--- config.mk ---
export PLATFORM = sky130hd
export DESIGN_NAME = adc_block_averager
export DESIGN_NICKNAME = d
export VERILOG_FILES = /design/src/rtl/adc_pkg.sv /design/src/rtl/adc_minmax.sv /design/src/rtl/adc_block_averager.sv
export SDC_FILE = /design/constraint.sdc
export NUM_CORES = 1
export LEC_CHECK = 0
export ABC_AREA = 1
export CAP_MARGIN = 20
export CORE_MARGIN = 3
export CORE_UTILIZATION = 59
export CTS_CLUSTER_DIAMETER = 200
export DETAILED_ROUTE_END_ITERATION = 16
export MAX_ROUTING_LAYER = met4
export PLACE_DENSITY = 0.89
export REMOVE_ABC_BUFFERS = 1
export SLEW_MARGIN = 25
export SYNTH_ARGS = -nofsm -noshare
export SYNTH_HDL_FRONTEND = slang
export SYNTH_HIERARCHICAL = 1
export SYNTH_SLANG_ARGS = --single-unit
--- constraint.sdc ---
create_clock -name sck -period 4 [get_ports sck]
set_input_delay 1 -clock sck [delete_from_list [all_inputs] [get_ports sck]]
set_output_delay 1 -clock sck [all_outputs]
set_load 0.03 [all_outputs]
--- src/rtl/adc_pkg.sv ---
// Shared types for the ADC sample path.
//   ADC_WIDTH    : LTC2315 sample width (12-bit straight binary)
//   adc_sample_t : one ADC sample
//   avg_state_t  : block averager control state
package adc_pkg;

  localparam int ADC_WIDTH = 12;

  typedef logic [ADC_WIDTH-1:0] adc_sample_t;

  typedef enum logic {
    IDLE  = 1'b0,
    ACCUM = 1'b1
  } avg_state_t;

endpackage

--- src/rtl/adc_minmax.sv ---
// Running min/max tracker for one block of samples.
// Ports:
//   i_sck      clock
//   i_rst      synchronous active-high reset
//   i_clr      re-initialise tracker (min = all ones, max = 0); wins over i_en
//   i_en       sample accepted this cycle
//   i_first    sample is the first of its block: load it into both min and max
//   i_sample   sample value
//   o_min_nxt  min including the current sample (combinational)
//   o_max_nxt  max including the current sample (combinational)
module adc_minmax
  import adc_pkg::*;
#(
  parameter int WIDTH = ADC_WIDTH
) (
  input  logic             i_sck,
  input  logic             i_rst,
  input  logic             i_clr,
  input  logic             i_en,
  input  logic             i_first,
  input  logic [WIDTH-1:0] i_sample,
  output logic [WIDTH-1:0] o_min_nxt,
  output logic [WIDTH-1:0] o_max_nxt
);

  logic [WIDTH-1:0] r_min;
  logic [WIDTH-1:0] r_max;

  always_comb begin
    o_min_nxt = r_min;
    o_max_nxt = r_max;
    if (i_first) begin
      o_min_nxt = i_sample;
      o_max_nxt = i_sample;
    end else begin
      if (i_sample < r_min) o_min_nxt = i_sample;
      if (i_sample > r_max) o_max_nxt = i_sample;
    end
  end

  always_ff @(posedge i_sck) begin
    if (i_rst || i_clr) begin
      r_min <= '1;
      r_max <= '0;
    end else if (i_en) begin
      r_min <= o_min_nxt;
      r_max <= o_max_nxt;
    end
  end

endmodule

--- src/rtl/adc_block_averager.sv ---
// Groups 2**LOG2_N accepted ADC samples into a block and reports the block
// mean and peak-to-peak amplitude on a ready/valid stream.
// Optional feature macro: ADC_AVG_ERR_SKIP_EN
//   defined   : samples flagged with sample_error_i are skipped (not accepted)
//   undefined : flagged samples are accumulated like any other
//   Either way blk_err_o marks a block that saw at least one flagged sample.
// Ports:
//   sck, rst        clock, synchronous active-high reset
//   en_i            1 = accumulate, 0 = drop the partial block
//   sample_i        ADC sample, qualified by sample_valid_i
//   sample_error_i  start-bit error flag of the sample
//   mean_o, ptp_o   block mean (truncating) and max - min
//   blk_err_o       block contained a flagged sample
//   overrun_o       a later block was discarded while this result was held
//   out_valid_o / out_ready_i   result handshake
//
// state | meaning
// IDLE  | not accumulating; block state held at its initial values
// ACCUM | accepting samples into the current block
module adc_block_averager
  import adc_pkg::*;
#(
  parameter int LOG2_N = 4,
  parameter int WIDTH  = ADC_WIDTH
) (
  input  logic             sck,
  input  logic             rst,
  input  logic             en_i,
  input  logic [WIDTH-1:0] sample_i,
  input  logic             sample_valid_i,
  input  logic             sample_error_i,
  output logic [WIDTH-1:0] mean_o,
  output logic [WIDTH-1:0] ptp_o,
  output logic             blk_err_o,
  output logic             overrun_o,
  output logic             out_valid_o,
  input  logic             out_ready_i
);

  localparam int ACC_W = WIDTH + LOG2_N;

  avg_state_t        r_state;
  logic [ACC_W-1:0]  r_acc;
  logic [LOG2_N-1:0] r_cnt;
  logic              r_err;

  logic              w_active;
  logic              w_flagged;
  logic              w_accept;
  logic              w_blk_end;
  logic              w_blk_clr;
  logic              w_first;
  logic              w_err_nxt;
  logic              w_handshake;
  logic [ACC_W-1:0]  w_sum;
  logic [WIDTH-1:0]  w_min_nxt;
  logic [WIDTH-1:0]  w_max_nxt;

  assign w_active  = (r_state == ACCUM) && en_i;
  assign w_flagged = w_active && sample_valid_i && sample_error_i;

`ifdef ADC_AVG_ERR_SKIP_EN
  assign w_accept = w_active && sample_valid_i && !sample_error_i;
`else
  assign w_accept = w_active && sample_valid_i;
`endif

  // A flagged sample marks the block whether it was skipped or accumulated.
  assign w_err_nxt   = r_err | w_flagged;
  assign w_blk_end   = w_accept && (&r_cnt);
  assign w_blk_clr   = !w_active || w_blk_end;
  assign w_first     = (r_cnt == '0);
  assign w_sum       = r_acc + ACC_W'(sample_i);
  assign w_handshake = out_valid_o && out_ready_i;

  always_ff @(posedge sck) begin
    if (rst) begin
      r_state <= IDLE;
    end else begin
      unique case (r_state)
        IDLE:    if (en_i)  r_state <= ACCUM;
        ACCUM:   if (!en_i) r_state <= IDLE;
        default: r_state <= IDLE;
      endcase
    end
  end

  // Leaving ACCUM (or dropping en_i) discards the partial block, so re-entry
  // always begins from a clean accumulator.
  always_ff @(posedge sck) begin
    if (rst || w_blk_clr) begin
      r_acc <= '0;
      r_cnt <= '0;
      r_err <= 1'b0;
    end else begin
      r_err <= w_err_nxt;
      if (w_accept) begin
        r_acc <= w_sum;
        r_cnt <= r_cnt + 1'b1;
      end
    end
  end

  adc_minmax #(
    .WIDTH(WIDTH)
  ) u_minmax (
    .i_sck     (sck),
    .i_rst     (rst),
    .i_clr     (w_blk_clr),
    .i_en      (w_accept),
    .i_first   (w_first),
    .i_sample  (sample_i),
    .o_min_nxt (w_min_nxt),
    .o_max_nxt (w_max_nxt)
  );

  // Result is built from the next-state sum/min/max so the sample closing the
  // block is included. A held, untaken result wins over a newer block.
  always_ff @(posedge sck) begin
    if (rst) begin
      mean_o      <= '0;
      ptp_o       <= '0;
      blk_err_o   <= 1'b0;
      overrun_o   <= 1'b0;
      out_valid_o <= 1'b0;
    end else if (w_blk_end) begin
      if (out_valid_o && !out_ready_i) begin
        overrun_o <= 1'b1;
      end else begin
        mean_o      <= w_sum[LOG2_N +: WIDTH];
        ptp_o       <= w_max_nxt - w_min_nxt;
        blk_err_o   <= w_err_nxt;
        overrun_o   <= 1'b0;
        out_valid_o <= 1'b1;
      end
    end else if (w_handshake) begin
      out_valid_o <= 1'b0;
      overrun_o   <= 1'b0;
    end
  end

endmodule

-- After elaboration in Yosys (flattened, before gate mapping)
Index checks and enable logic that the tools add are counted.
- bits of input ports: 18
- output and inout port bits: 27
- bits in registers: 73
- order comparisons: 2
- muxes and demuxes: 10
- add/subtract/negate cells: 3
- bitwise gates (word level): 2
- equal/unequal tests: 1
- reductions and logical operators: 15
- operators with widths (cell ; count):
    $mux 12 ; 4
    $add 16x12->16 ; 1
    $gt 12x12->1 ; 1
    $lt 12x12->1 ; 1
    $sub 12x12->12 ; 1
    $logic_and 1x1->1 ; 6
    $mux 1 ; 6
    $add 4x1->4 const B ; 1
    $logic_not 4->1 ; 1
    $reduce_and 2->1 ; 2
    $reduce_and 4->1 ; 1
    $logic_not 1->1 ; 2
    $logic_or 1x1->1 ; 2
    $ne 2x2->1 const B ; 1
    $reduce_bool 2->1 ; 1
    $not 1->1 ; 1
    $or 1x1->1 ; 1

-- Logic depth before layout (Yosys ltp)
Gate-level depths: netlist of the first run.
- depth in word-level cells: 5
- depth in mapped cells: 25

-- By module
Netlist of the first run, hierarchy kept.
- modules (own cells, without submodules) (module ; area an instance (um2) ; cells an instance ; times used ; seq. area each (um2)):
    adc_block_averager ; 3273.1 ; 518 ; 1 ; 980.9
    adc_minmax ; 1960.6 ; 313 ; 1 ; 480.5

-- Worst setup path after synthesis of the first run
Ideal clock, no wire load.
- kind: input to register
- from: in sample_i[11]
- to: reg ptp_o[6]
- stages on the path: 20
- arrival time: 3.195 ns
- slack: 0.692 ns
- path buffers: 1
- cells stage by stage: ha_1 nand2_1 inv_1 nand2_2 nor2_2 nand2_1 nand3_1 nand2_2 nand2_2 buf_6 nand2_1 nand2_1 inv_1 ha_1 fa_1 inv_1 a21oi_1 or2_2 nand3_1 nand2_1
- longest elaborated chain between the ends: 4
- ends and longest elaborated chain (item ; line ; source):
    start, declared ; adc_block_averager.sv:29 ; input logic [WIDTH-1:0] sample_i,
    $gt 12x12->1 ; adc_minmax.sv:37 ; if (i_sample > r_max) o_max_nxt = i_sample;
    $mux 12 ; adc_minmax.sv:37 ;
    $mux 12 ; adc_minmax.sv:32 ; if (i_first) begin
    named net w_max_nxt[0] ; adc_block_averager.sv:57 ; logic [WIDTH-1:0] w_max_nxt;
    $sub 12x12->12 ; adc_block_averager.sv:131 ; ptp_o <= w_max_nxt - w_min_nxt;
    end signal, assigned ; adc_block_averager.sv:131 ;
    end, declared ; adc_block_averager.sv:33 ; output logic [WIDTH-1:0] ptp_o,
The timed path passes the listed nets, and every way through them passes these cells.
A chain may end at the register's enable or synchronous reset.

-- Worst setup path after layout of the first run
- from: in sample_i[11]
- to: reg ptp_o[9]
- longest elaborated chain between the ends: 4
- ends and longest elaborated chain (item ; line ; source):
    $lt 12x12->1 ; adc_minmax.sv:36 ; if (i_sample < r_min) o_min_nxt = i_sample;
    $mux 12 ; adc_minmax.sv:36 ;
    $mux 12 ; adc_minmax.sv:32 ;
    named net w_min_nxt[8] ; adc_block_averager.sv:56 ; logic [WIDTH-1:0] w_min_nxt;
    $sub 12x12->12 ; adc_block_averager.sv:131 ;
The timed path passes the listed nets, and every way through them passes these cells.

==> results of run 1 <==
[worst max-delay path, stage by stage]
cell and delay [ps]:
clkdlybuf4s50_1 500, ha_1 350, nand2_1 80, nor4_1 270
nand2_1 100, nand2_2 110, nand2_2 130, buf_4 200
nand2_1 70, and2_1 120, inv_1 50, ha_1 350
nand2_1 120, nor2_1 150, nand3_1 120, nand4_1 110
nand3_1 80, nand2_1 70, inv_1 40
[repair_timing]
item | in CTS | in global routing
gates resized for setup | 0 | 2
endpoints found under the setup margin | 0 | 2
hold endpoints to repair | 0 | 0
[flip-flops by register name, summed over array words and instances (netlist names)]
register        cells
r_acc              16
blk_err_o           1
u_minmax/r_max     12
overrun_o           1
r_state             1
r_cnt               4
out_valid_o         1
u_minmax/r_min     12
mean_o             12
ptp_o              12
r_err               1
[cell usage after synthesis (4+ instances only)]
library cell | instances | area, µm²
or2_2 | 6 | 37.5
ha_1 | 48 | 601
dfxtp_1 | 73 | 1460
nand3_1 | 86 | 430
o21ai_0 | 4 | 20.0
and2_1 | 12 | 75.1
a21o_1 | 4 | 30.0
nor3_1 | 6 | 30.0
xnor2_1 | 5 | 43.8
clkbuf_1 | 8 | 30.0
nand4_1 | 8 | 50.1
nand2_1 | 270 | 1010
nor2_1 | 36 | 135
nand2_2 | 6 | 37.5
a21oi_1 | 64 | 320
inv_1 | 147 | 552
xor2_1 | 4 | 35.0
o21ai_1 | 8 | 40.0
buf_2 | 8 | 40.0
[layer usage]
layer | share of wire [%] | track usage (%) | wire, µm
met5 | 0 | - | 0
met4 | 2.8 | 11.7 | 399
met3 | 6.0 | 3.89 | 865
met2 | 45 | 47.6 | 6500
met1 | 46 | 39.9 | 6600
[worst min path at each step]
stage | slack, ps | cells past startpoint | from | endpoint
after floorplan | 440 | 2 | u_minmax/r_min[1]$_SDFFE_PP1P_ | u_minmax/r_min[1]$_SDFFE_PP1P_
after global placement | 430 | 2 | mean_o[1]$_SDFFE_PP0P_ | mean_o[1]$_SDFFE_PP0P_
after detailed placement | 440 | 2 | mean_o[2]$_SDFFE_PP0P_ | mean_o[2]$_SDFFE_PP0P_
after CTS | 450 | 2 | mean_o[2]$_SDFFE_PP0P_ | mean_o[2]$_SDFFE_PP0P_
after global routing | 490 | 2 | ptp_o[6]$_SDFFE_PP0P_ | ptp_o[6]$_SDFFE_PP0P_
final | 450 | 2 | mean_o[2]$_SDFFE_PP0P_ | mean_o[2]$_SDFFE_PP0P_
[report_power, final]
| part | total [mW] | switching, mW | leakage [nW] | internal [mW] |
|---|---|---|---|---|
| Sequential | 0.730 | 0.00157 | 0.589 | 0.728 |
| Clock | 0.734 | 0.311 | 0.126 | 0.422 |
| Combinational | 0.263 | 0.155 | 2.62 | 0.109 |
[cells by family after synthesis]
logic type	synth area share (%)
xor+xnor	1.51
flops	27.9
buf+inv	13.2
fa+ha+maj	12.2
simple gates	36.1
compound gates	9.06
[area by class of cell]
cell class,count,share of cell area (%)
Clock inverter,7,1.98
Multi-Input combinational cell,586,49.3
Clock buffer,9,1.98
Sequential cell,73,23.3
Inverter,150,8.98
Timing Repair Buffer,89,12.4
Tap cell,105,2.10
[through the flow]
step | hold slack (ps) | power (mW)
6_report | 451 | 1.73
5_1_grt | 487 | 1.79
4_1_cts | 454 | 1.73
3_5_place_dp | 437 | 1.00
3_3_place_gp | 428 | 0.998
2_1_floorplan | 437 | 0.898
==> flow_metrics.env, run 1 <==
export IMPL_finalCritPeriodShare_pct=94.7
export IMPL_synth_edff_count=0
export IMPL_worst_pin_slew_ps=808
export IMPL_multi_input_area_um2=3090
export IMPL_final_common_cell="nand2_1"
export IMPL_finalNetCount=977
export IMPL_die_w_um=100
export IMPL_clk_pin_slew_ps=90
export IMPL_cts_root_buf="clkbuf_8"
export IMPL_post_place_ws_ps=-119
export IMPL_grt_overflow=0
export IMPL_initial_utilization_pct=62.1
export IMPL_fmax_mhz=264
export IMPL_area_delta_synth_final_pct=19.8
export IMPL_grt_max_degree=26
export IMPL_grt_pass1_vias=5198
export IMPL_cap_violations=0
export IMPL_layout_common_cells="270 x nand2_1, 147 x inv_1, 86 x nand3_1, 73 x dfxtp_1, 64 x a21oi_1"
export IMPL_antennaDiodeCount=0
export IMPL_syn_inst=831
export IMPL_synth_seq_area_share_pct=27.9
export IMPL_stdcell_count=1019
export IMPL_finalSetupViolCount=0
export IMPL_hold_class="reg -> reg"
export IMPL_ir_drop_uv=213
export IMPL_power_leakage_nw=3.34
export IMPL_port_buffer_count=44
export IMPL_boundaryPins=45
export IMPL_antenna_found_initial=0
export IMPL_worst_slack_ps=211
export IMPL_yosys_register_bits=73
export IMPL_slew_viol_final=0
export IMPL_async_flop_share_pct=0
export IMPL_reg2reg_to="ptp_o[8]$_SDFFE_PP0P_"
export IMPL_synth_area_um2=5230
export IMPL_crit_end="ptp_o[9]$_SDFFE_PP0P_"
export IMPL_post_route_cells_drive_above_1_share_pct=9.19
export IMPL_critPathMaxFanout=9
export IMPL_max_slew_margin_rel_pct=46.1
export IMPL_grt_pass1_wl_um=23900
export IMPL_cp_required_ps=4240
export IMPL_cts_buffer_depth=2
export IMPL_rsz0062_at_grt="no"
export IMPL_hpwl_um=11200
export IMPL_yosysUniqueCellTypes=36
export IMPL_avgSynthCellArea_um2=6.30
export IMPL_fin_area_um2=6270
export IMPL_yosys_warnings=6
export IMPL_min_period_ps=3790
export IMPL_r2r_setup_slack_ps=1010
export IMPL_gp_congestion=0.966
export IMPL_crit_arrival_ps=4030
export IMPL_worst_setup_path_type="in -> reg"
export IMPL_wl_um=14400
export IMPL_outcome="completed"
export IMPL_synth_main_ff_cell="dfxtp_1"
export IMPL_die_y_um=100
export IMPL_dr_total_vias=5448
export IMPL_p_per_area_nw_per_um2=275
export IMPL_final_util_pct=74.4
export IMPL_cts_sinks=73
export IMPL_row_count=33
export IMPL_end_kind="flip-flop"
export IMPL_critPathLaunchType="input pin"
export IMPL_critPathLaunch="sample_i[11]"
export IMPL_dp_cells=1003
export IMPL_postRouteAntennaNets=0
export IMPL_cts_tree="built"
export IMPL_drt_iter0_drc=379
export IMPL_h_tree_depth=3
export IMPL_wl_per_cell_um=14.1
export IMPL_cts_setup_buffers=0
export IMPL_drt_pass1_iterations=6
export IMPL_design_core_area_um2=8420
export IMPL_r2r_start="u_minmax/r_min[5]$_SDFFE_PP1P_"
export IMPL_numCtsBuffers=9
export IMPL_design_die_area_um2=10000
export IMPL_drc=0
export IMPL_clkLatencyLatePin_ps=350
export IMPL_finClkSkew_ps=16.1
export IMPL_r2r_cells=17
export IMPL_grt_use_total_pct=30.3
export IMPL_via_per_inst=5.35
export IMPL_setup_tns_ps=0
export IMPL_postCtsHoldBufs=0
export IMPL_fillers=670
export IMPL_dpl_cell_area_um2=6020
export IMPL_hold_viol_final=0
export IMPL_seqCellArea_um2=1460
No activity file was read; power rests on OpenSTA's default activity.
==> inputs of run 2 (changes only) <==
--- a/config.mk
+++ b/config.mk
@@ -6,6 +6,7 @@
 export NUM_CORES = 1
 export LEC_CHECK = 0
 export ABC_AREA = 1
+export ABC_CLOCK_PERIOD_IN_PS = 4000
 export CAP_MARGIN = 20
 export CORE_MARGIN = 3
 export CORE_UTILIZATION = 59
==> results of run 2 <==
Same layout as run 1: the final DEF is identical, and so are final timing and power.
